$ cat config.mk
export PLATFORM = sky130hd
export DESIGN_NAME = lane_spawner_flat
export DESIGN_NICKNAME = d
export VERILOG_FILES = /design/src/rtl/lane_spawner_if.sv /design/src/rtl/lane_spawner.sv /design/src/flat_wrapper.sv
export SDC_FILE = /design/constraint.sdc
export NUM_CORES = 1
export LEC_CHECK = 0
export BUFFER_PORTS_ARGS = -buffer_cell sky130_fd_sc_hd__buf_2
export CAP_MARGIN = 0
export CORE_ASPECT_RATIO = 1.75
export CORE_MARGIN = 2
export CORE_UTILIZATION = 51
export DETAILED_ROUTE_END_ITERATION = 16
export GPL_TIMING_DRIVEN = 0
export PLACE_DENSITY_LB_ADDON = 0.08
export SYNTH_ARGS = -nofsm -noshare
export SYNTH_HDL_FRONTEND = slang
export SYNTH_SLANG_ARGS = --single-unit
$ cat constraint.sdc
create_clock -name clk -period 2.4 [get_ports clk]
set_clock_uncertainty 0.15 [all_clocks]
set_input_delay 0.36 -clock clk [delete_from_list [all_inputs] [get_ports clk]]
set_output_delay 0.36 -clock clk [all_outputs]
set_load 0.02 [all_outputs]
$ cat src/rtl/lane_spawner_if.sv
// lane_spawner_if: control inputs and lane outputs exchanged between the game core and lane_spawner
interface lane_spawner_if #(
  parameter int WIDTH = 16,
  parameter int COLS  = 16
);
  logic             enable;
  logic             clear;
  logic [3:0]       density;
  logic [WIDTH-1:0] rnd;
  logic [COLS-1:0]  lane;
  logic             step;
  logic             spawn;
  modport master (output enable, clear, density, rnd, input lane, step, spawn);
  modport slave  (input enable, clear, density, rnd, output lane, step, spawn);
endinterface

$ cat src/rtl/lane_spawner.sv
// lane_spawner: divides clk to a lane step rate and scrolls a lane of cars whose gaps/lengths come from a random word
module lane_spawner #(
  parameter int WIDTH    = 16,
  parameter int COLS     = 16,
  parameter int TICK_DIV = 25_000_000,
  parameter int MIN_GAP  = 2,
  parameter int MAX_LEN  = 3,
  parameter int DIR      = 0
) (
  input logic          clk,
  input logic          reset,
  lane_spawner_if.slave bus
);
  localparam int TW = $clog2(TICK_DIV);
  localparam int GW = $clog2(MIN_GAP + 1);
  typedef enum logic {GAP, CAR} state_t;
  state_t          state, state_n;
  logic [TW-1:0]   tick_cnt;
  logic [GW-1:0]   gap_cnt, gap_n;
  logic [2:0]      car_cnt, car_cnt_n, car_len, car_len_n, len_r;
  logic [COLS-1:0] lane_q, lane_n;
  logic            step_q, spawn_q, spn, inj, last, step_edge;
  assign last      = tick_cnt == TW'(TICK_DIV - 1);
  assign step_edge = bus.enable && last;
  assign len_r     = {1'b0, bus.rnd[5:4]} + 3'd1;
  assign lane_n    = (DIR != 0) ? {lane_q[COLS-2:0], inj} : {inj, lane_q[COLS-1:1]};
  assign bus.lane  = lane_q;
  assign bus.step  = step_q;
  assign bus.spawn = spawn_q;
  always_comb begin
    state_n   = state;
    gap_n     = gap_cnt;
    car_cnt_n = car_cnt;
    car_len_n = car_len;
    inj       = 1'b0;
    spn       = 1'b0;
    if (state == GAP) begin
      if (gap_cnt < GW'(MIN_GAP)) gap_n = gap_cnt + GW'(1);
      else if (bus.rnd[3:0] < bus.density) begin
        inj       = 1'b1;
        spn       = 1'b1;
        state_n   = CAR;
        car_cnt_n = 3'd1;
        car_len_n = (len_r > 3'(MAX_LEN)) ? 3'(MAX_LEN) : len_r;
      end
    end else if (car_cnt < car_len) begin
      inj       = 1'b1;
      car_cnt_n = car_cnt + 3'd1;
    end else begin
      state_n = GAP;
      gap_n   = GW'(1);
    end
  end
  always_ff @(posedge clk or negedge reset) begin
    if (!reset) begin
      lane_q   <= '0;
      step_q   <= 1'b0;
      spawn_q  <= 1'b0;
      tick_cnt <= '0;
      state    <= GAP;
      gap_cnt  <= '0;
      car_cnt  <= 3'd0;
      car_len  <= 3'd1;
    end else if (bus.clear) begin
      lane_q   <= '0;
      step_q   <= 1'b0;
      spawn_q  <= 1'b0;
      tick_cnt <= '0;
      state    <= GAP;
      gap_cnt  <= '0;
    end else begin
      step_q  <= step_edge;
      spawn_q <= step_edge && spn;
      if (bus.enable) tick_cnt <= last ? '0 : tick_cnt + TW'(1);
      if (step_edge) begin
        lane_q  <= lane_n;
        state   <= state_n;
        gap_cnt <= gap_n;
        car_cnt <= car_cnt_n;
        car_len <= car_len_n;
      end
    end
  end
endmodule

$ cat src/flat_wrapper.sv
// flat-port wrapper written by rule: the top's interface ports become plain ports
module lane_spawner_flat 
#(
  parameter int WIDTH    = 16,
  parameter int COLS     = 16,
  parameter int TICK_DIV = 25_000_000,
  parameter int MIN_GAP  = 2,
  parameter int MAX_LEN  = 3,
  parameter int DIR      = 0
)
  (clk, reset, bus_enable, bus_clear, bus_density, bus_rnd, bus_lane, bus_step, bus_spawn);
  lane_spawner_if #(.WIDTH(WIDTH), .COLS(COLS)) bus_i ();
  input logic clk;
  input logic reset;
  input wire logic [$bits(bus_i.enable)-1:0] bus_enable;
  input wire logic [$bits(bus_i.clear)-1:0] bus_clear;
  input wire logic [$bits(bus_i.density)-1:0] bus_density;
  input wire logic [$bits(bus_i.rnd)-1:0] bus_rnd;
  output wire logic [$bits(bus_i.lane)-1:0] bus_lane;
  output wire logic [$bits(bus_i.step)-1:0] bus_step;
  output wire logic [$bits(bus_i.spawn)-1:0] bus_spawn;
  assign bus_i.enable = bus_enable;
  assign bus_i.clear = bus_clear;
  assign bus_i.density = bus_density;
  assign bus_i.rnd = bus_rnd;
  assign bus_lane = bus_i.lane;
  assign bus_step = bus_i.step;
  assign bus_spawn = bus_i.spawn;
  lane_spawner #(.WIDTH(WIDTH), .COLS(COLS), .TICK_DIV(TICK_DIV), .MIN_GAP(MIN_GAP), .MAX_LEN(MAX_LEN), .DIR(DIR)) u_core (.clk(clk), .reset(reset), .bus(bus_i));
endmodule
; After elaboration in Yosys (flattened, before gate mapping)
; Cells that the tools add are included.
[word_totals]
ff_bits = 52
inputBits = 24
output_inout_bits = 18
word_cells = 56
[classes]
addsub = 4
order_cmp = 4
eq_ne = 4
muxes = 24
n_bitwise = 3
reduce_logical = 9
[op_table]
columns = cell, n
row1 = 25-bit 2-to-1 mux, 3
row2 = 16-bit 2-to-1 mux, 2
row3 = "25-bit by 1-bit adder with 25-bit output, second input constant", 1
row4 = "25-bit == test, second input constant", 1
row5 = 3-bit 2-to-1 mux, 5
row6 = 2-bit 2-to-1 mux, 5
row7 = 5-bit AND reduction, 2
row8 = 1-bit 2-to-1 mux, 9
row9 = 2-bit nonzero test, 3
row10 = 4-bit < comparator, 1
row11 = "2-bit by 1-bit adder with 3-bit output, second input constant", 1
row12 = "3-bit by 1-bit adder with 3-bit output, second input constant", 1
row13 = "3-bit by 2-bit greater-than comparator with 1-bit output, second input constant", 1
row14 = 3-bit < comparator, 1
row15 = "3-bit != test, second input constant", 1
row16 = 1-bit NOT, 3
row17 = 3-bit AND reduction, 1
row18 = 3-bit nonzero test, 1
row19 = "2-bit by 1-bit adder with 2-bit output, second input constant", 1
row20 = 1-bit logical AND, 2
row21 = "2-bit < comparator, second input constant", 1
row22 = "2-bit by 1-bit != test with 1-bit output, second input constant", 1
row23 = "2-bit != test, second input constant", 1

; Depth between registers and ports, before layout
; Gate-level depths: netlist of the first run.
[depth]
ltp_word = 6
mapped_depth = 8
depth_no_buf = 7

; Worst setup path before layout of the first run
; No wires, ideal clock.
[synth_path]
kind = register -> register
from = reg u_core.tick_cnt[8]
to = reg u_core.car_len[0]
arrival_time_ns = 2.252
required_time_ns = 2.165
slack_ns = -0.086
path_stages_with_launch = 6
synth_period_minus_slack_ns = 2.486
cell_sequence = dfrtp_1 -> or4b_1 -> or4_1 -> or4_4 -> nor3_4 -> mux2_1
[synth_via]
elab_chain_cells = 3
[synth_rtl]
columns = item, line
row1 = "start, declared", lane_spawner.sv:18  ; logic [TW-1:0] tick_cnt;
row2 = "start signal, assigned", lane_spawner.sv:74  ; if (bus.enable) tick_cnt <= last ? '0 : tick_cnt + TW'(1);
row3 = 25-bit == test, lane_spawner.sv:23  ; assign last = tick_cnt == TW'(TICK_DIV - 1);
row4 = 1-bit logical AND, lane_spawner.sv:24  ; assign step_edge = bus.enable && last;
row5 = 5-bit AND reduction (no line), n/a
row6 = "end signal, assigned", lane_spawner.sv:80  ; car_len <= car_len_n;
row7 = "end, declared", lane_spawner.sv:20  ; logic [2:0] car_cnt, car_cnt_n, car_len, car_len_n, len_r;
; No other way between the ends.
; A chain may end at the register's enable or synchronous reset.

; Worst setup path in the final report of the first run
; Same ends and word-level chain as after synthesis.

==> results of run 1 <==
-- path summary, 6_finish.rpt --
| check | startpoint | depth (start not counted) | slack [ns] | to |
|---|---|---|---|---|
| min | reset | 1 | 0.10 | u_core.car_len[2]$_DFFE_PN0P_ |
| min reg2reg | u_core.car_cnt[0]$_DFFE_PN0P_ | 1 | 0.36 | u_core.car_cnt[0]$_DFFE_PN0P_ |
| max | u_core.tick_cnt[8]$_DFFE_PN0P_ | 5 | -0.18 | u_core.car_len[0]$_DFFE_PN1P_ |
| max reg2reg | u_core.tick_cnt[8]$_DFFE_PN0P_ | 5 | -0.18 | u_core.car_len[0]$_DFFE_PN1P_ |
| max in group asynchronous | reset | 1 | 1.24 | u_core.tick_cnt[8]$_DFFE_PN0P_ |
| min in group clk | bus_rnd[5] | 3 | 0.18 | u_core.car_len[1]$_DFFE_PN0P_ |
-- per-layer routing --
metal,vias to the layer above,part of all wire,wire [microns]
met4,0,0.025,145
met1,1037,0.39,2260
met3,10,0.031,177
li1,1075,-,-
met2,48,0.55,3140
met5,-,0,0
-- sequential cells by signal, summed over array words and instances, names as in the netlist --
name	flops
u_core.tick_cnt	25
u_core.bus.step	1
u_core.bus.spawn	1
u_core.car_len	3
u_core.car_cnt	3
u_core.bus.lane	16
u_core.gap_cnt	2
-- cells in the mapped netlist, drive strengths merged (3+ instances only) --
cell type  instances  area share
inv               10       0.014
nand3             12       0.023
nand2             50       0.071
a21oi             25       0.048
ha                 7       0.033
or4                3       0.010
nor2              31       0.044
nor4               3      0.0071
clkbuf            10       0.014
nand2b             5       0.012
dfrtp             50        0.48
xor2              16       0.053
nor3               3       0.010
buf                5       0.010
and3               7       0.017
nand4             11       0.026
-- repair_timing --
item | CTS | global route
pin swaps | 3 | 4
endpoints found under the setup margin | 37 | 24
resized for setup | 9 | 11
buffers inserted | 5 | 1
-- stage by stage --
| stage | setup TNS (ns) | worst slack [ns] |
|---|---|---|
| 2_1_floorplan | -0.0865 | -0.0865 |
| 3_3_place_gp | -10.41 | -0.527 |
| 3_5_place_dp | -11.75 | -0.593 |
| 5_1_grt | -0.901 | -0.190 |
| 4_1_cts | -0.755 | -0.200 |
| 6_report | -0.689 | -0.177 |
-- final cells by class --
type / instances / area, sq um
fill: 439 / 1920
multi-input combinational: 210 / 1320
sequential: 51 / 1280
timing repair buffer: 37 / 204
clock buffer: 6 / 82.6
tap: 54 / 67.6
buffer: 11 / 53.8
inverter: 10 / 37.5
clock inverter: 2 / 16.3
-- cell families (layout without fill, tap and decap cells) --
| kind of cell | count (synthesis) | in the layout | share of synthesized area |
|---|---|---|---|
| adder cells (fa/ha/maj) | 7 | 7 | 0.0333 |
| buffers and inverters | 25 | 66 | 0.0386 |
| AND/OR/NAND/NOR | 140 | 140 | 0.267 |
| XOR/XNOR | 18 | 18 | 0.0600 |
| AO/OA/AOI/OAI | 42 | 42 | 0.102 |
| flip-flops | 51 | 51 | 0.486 |
| multiplexers | 3 | 3 | 0.0119 |
-- power by group --
part | switching (W) | internal, W | total [W] | leakage, nW
Clock | 0.000295 | 0.000236 | 0.000530 | 0.0474
Combinational | 0.0000504 | 0.0000249 | 0.0000753 | 0.664
Sequential | 0.00000739 | 0.000865 | 0.000872 | 0.692
Total | 0.000352 | 0.00113 | 0.00148 | 1.40
==> results.toml, run 1 <==
[sta]
drv_slew = 0
hold_viol_final = 0
fmax_mhz = 388
maxSlewHeadroom = 0.265
post-route-period-util = 1.07
fin_ws_ns = -0.177
worstMarginPinSlew_ns = 1.10
finalCriticalPeriod_ns = 2.58
setup_viol = 6
whs_ns = 0.105
rsz0062_at_grt = "true"

[synth]
synth-async-reset-ratio = 1.00
synth.distinct_cells = 48
avgSynthCellArea_sq_um = 9.18
synth_edf_count = 0
synth-seq-cells = 51
ys.flop_type = "dfrtp_1"
syn_area_sq_mm = 0.00263
ys_seq_area_frac = 0.486
synthCells = 286
synth_fp_nets = 317
yosysWarnings = 0

[finish]
utilization = 0.614
drive_above_1_share = 0.202
finalNetCount = 357
final_common_cell = "nand2_1"
instances_no_fill = 381
stdcell_area_sq_mm = 0.00306
most-common-layout-cells = "nand2_1, dfrtp_1, buf_2"
diodes = 0
areaGrowthSynthToFinish_pct = 16.4

[worst_setup_path]
cp.required_ns = 2.49
cp_top_family = "simple AND/OR/NAND/NOR gates"
endpoint_kind = "flip-flop"
critical_path_arrival_ns = 2.67
critPathMaxFanout = 2
critPathKind = "reg2reg"
cp_slowest_stage_delay_ns = 0.52
crit_chain = "or4b_1 > or4_4 > or4_4 > nor3_4 > mux2_4"
path_common_cell = "or4_4"
crit_buf_inv = 0
crit_slowest_cell = "or4b_1"
startpoint_type = "flip-flop"

[clocking]
path_clk_slew_ns = 0.10
cts_tree = "yes"
insertion_delay_ns = 0.31
hold_buffers = 0
clockBufferDepth = 2
cts.sinks = 51
cts-root-buf = "clkbuf_8"
numCtsBuffers = 5
ctsHtreeMaxLevel = 2

[grt]
use_met1 = 0.239
grt.busiest_layer = "met2"
grt_pass1_vias = 2136
grt_pass1_wl_microns = 9520
gr-total-overflow = 0
use_met3 = 0.0289
antenna_found_initial = 0
use_met2 = 0.383
grt_start_max_net_pins = 52
grt.total_usage = 0.212

[route]
wire_per_inst_microns = 15.0
routed_wl_microns = 5720
drc = 0
via_per_inst = 5.70
ant_nets = 0
vias = 2170
drtPass1Iterations = 5
drt_iter0_markers = 96

[power]
ir_drop_mv = 0.592
power_density_mw_per_mm2 = 483
power.leakage_nw = 1.40
p_total_w = 0.00148

[die]
fp.dieH_microns = 98.9
dieArea_sq_mm = 0.00576
die_w_microns = 58.2
core_area_sq_mm = 0.00498
pin_count = 42
fp-row-count = 34
start_util = 0.528

[flow_run]
cap_violations = 0

[place]
portBuffers = 31
gp_congestion = 0.850
place_area_sq_mm = 0.00285
hpwlAfterDp_microns = 4060
dp_cells = 371

[min_path]
hold_path_class = "in2async"

[outcome]
violations = "setup timing"
outcome = "finished with violations"
Power figures use the tool's default switching activity.
==> run 2: changes to the inputs <==
--- a/config.mk
+++ b/config.mk
@@ -7,12 +7,13 @@
 export LEC_CHECK = 0
 export BUFFER_PORTS_ARGS = -buffer_cell sky130_fd_sc_hd__buf_2
 export CAP_MARGIN = 0
-export CORE_ASPECT_RATIO = 1.75
+export CORE_ASPECT_RATIO = 1.25
 export CORE_MARGIN = 2
 export CORE_UTILIZATION = 51
 export DETAILED_ROUTE_END_ITERATION = 16
 export GPL_TIMING_DRIVEN = 0
 export PLACE_DENSITY_LB_ADDON = 0.08
+export SLEW_MARGIN = 15
 export SYNTH_ARGS = -nofsm -noshare
 export SYNTH_HDL_FRONTEND = slang
 export SYNTH_SLANG_ARGS = --single-unit
==> results.toml, run 2 (synthesis gave the netlist of run 1 again) <==
[outcome]
outcome = "finished with violations"
violations = "setup timing"

[clocking]
cts.sinks = 51
cts-root-buf = "clkbuf_8"
ctsHtreeMaxLevel = 2
insertion_delay_ns = 0.32
numCtsBuffers = 5
cts_tree = "yes"
clockBufferDepth = 2
path_clk_slew_ns = 0.10

[sta]
setup_viol = 4
fmax_mhz = 397
drv_slew = 0
worstMarginPinSlew_ns = 0.663
finalCriticalPeriod_ns = 2.52
hold_viol_final = 0
post-route-period-util = 1.05
rsz0062_at_grt = "true"
fin_ws_ns = -0.122
maxSlewHeadroom = 0.554

[finish]
drive_above_1_share = 0.191
diodes = 0
stdcell_area_sq_mm = 0.00306
largest_register_ffs = 25
final_common_cell = "nand2_1"
finalNetCount = 359
areaGrowthSynthToFinish_pct = 16.6
top_register = "u_core.tick_cnt"
ff_latch_area_sq_mm = 0.00128
multi_input_area_sq_mm = 0.00130
fillers = 452
most-common-layout-cells = "nand2_1, dfrtp_1, buf_2"

[route]
drtPass1Iterations = 4
ant_nets = 0
drt_iter0_markers = 74
vias = 2128
drc = 0
via_per_inst = 5.44
routed_wl_microns = 5560
wire_per_inst_microns = 14.2

[grt]
gr-total-overflow = 0
grt.total_usage = 0.214
antenna_found_initial = 0
grt_pass1_wl_microns = 9400
grt_pass1_vias = 2071
grt_start_max_net_pins = 52

[worst_setup_path]
endpoint_kind = "flip-flop"
critical_path_arrival_ns = 2.62
critPathKind = "reg2reg"
critPathMaxFanout = 2
startpoint_type = "flip-flop"
cp.required_ns = 2.50

[place]
hpwlAfterDp_microns = 3770
place_area_sq_mm = 0.00286
gp_congestion = 0.814
portBuffers = 31

[flow_run]
cap_violations = 0

[die]
core_area_sq_mm = 0.00501
fp-row-count = 29
fp.dieH_microns = 84.2
die_w_microns = 68.2
start_util = 0.524
pin_count = 42
dieArea_sq_mm = 0.00574

[power]
power.leakage_nw = 1.41
power_density_mw_per_mm2 = 485
ir_drop_mv = 0.425
p_total_w = 0.00149

[min_path]
hold_path_class = "in2reg"
==> run 2: what timing repair did <==
item                                    in CTS  in global routing
gates resized for setup                      6                  9
setup buffers                                4                  2
hold endpoints to repair                     0                 50
pin swaps                                    2                  3
hold buffers                                 0                  1
endpoints found under the setup margin      35                 30
gates cloned                                 0                  0
==> run 2: final timing paths <==
check | cells past startpoint | startpoint | slack (ns) | to
worst max-delay path | 5 | u_core.tick_cnt[6]$_DFFE_PN0P_ | -0.12 | u_core.car_len[0]$_DFFE_PN1P_
worst min-delay path | 3 | bus_rnd[4] | 0.20 | u_core.car_len[0]$_DFFE_PN1P_
worst max register to register | 5 | u_core.tick_cnt[6]$_DFFE_PN0P_ | -0.12 | u_core.car_len[0]$_DFFE_PN1P_
worst min register to register | 1 | u_core.car_cnt[0]$_DFFE_PN0P_ | 0.35 | u_core.car_cnt[0]$_DFFE_PN0P_
max in group asynchronous | 2 | reset | 1.18 | u_core.tick_cnt[6]$_DFFE_PN0P_
min in group asynchronous | 2 | reset | 0.45 | u_core.car_len[2]$_DFFE_PN0P_
==> run 2: worst max-delay path, cell delays in order, from the launching register on <==
cell	delay [ns]
dfrtp_2	0.44
or4b_1	0.48
or4_1	0.42
or4_4	0.44
nor3_4	0.18
mux2_1	0.34
==> run 2: area by class of cell <==
cell class              instances  share of cell area
plain buffers                  12              0.0184
clock buffers                   5              0.0225
clock inverters                 3             0.00858
inverters                      10              0.0123
multi-input cells             210               0.424
flip-flops and latches         51               0.418
well taps                      62              0.0253
repair buffers                 38              0.0707
==> run 2: report_power, final <==
group	switching (W)	internal (W)	total [W]
registers	0.00000674	0.000865	0.000872
logic	0.0000509	0.0000271	0.0000779
clock network	0.000321	0.000215	0.000536
==> run 2: stage by stage <==
step	cells	util	setup slack [ns]	hold WS [ns]	TNS [ns]
after floorplan	286	-	-0.0865	-0.0856	-0.0865
after global placement	379	0.571	-0.379	0.329	-6.20
after detailed placement	379	0.571	-0.423	0.344	-7.41
after CTS	390	0.599	-0.174	0.147	-0.554
after global routing	391	0.611	-0.201	0.228	-0.714
final	391	0.611	-0.122	0.204	-0.381
==> run 2: metal layers <==
layer / track usage / share of wire
met5: 0 / 0
met4: 0.0836 / 0.023
met3: 0.0389 / 0.033
met2: 0.352 / 0.49
met1: 0.276 / 0.45
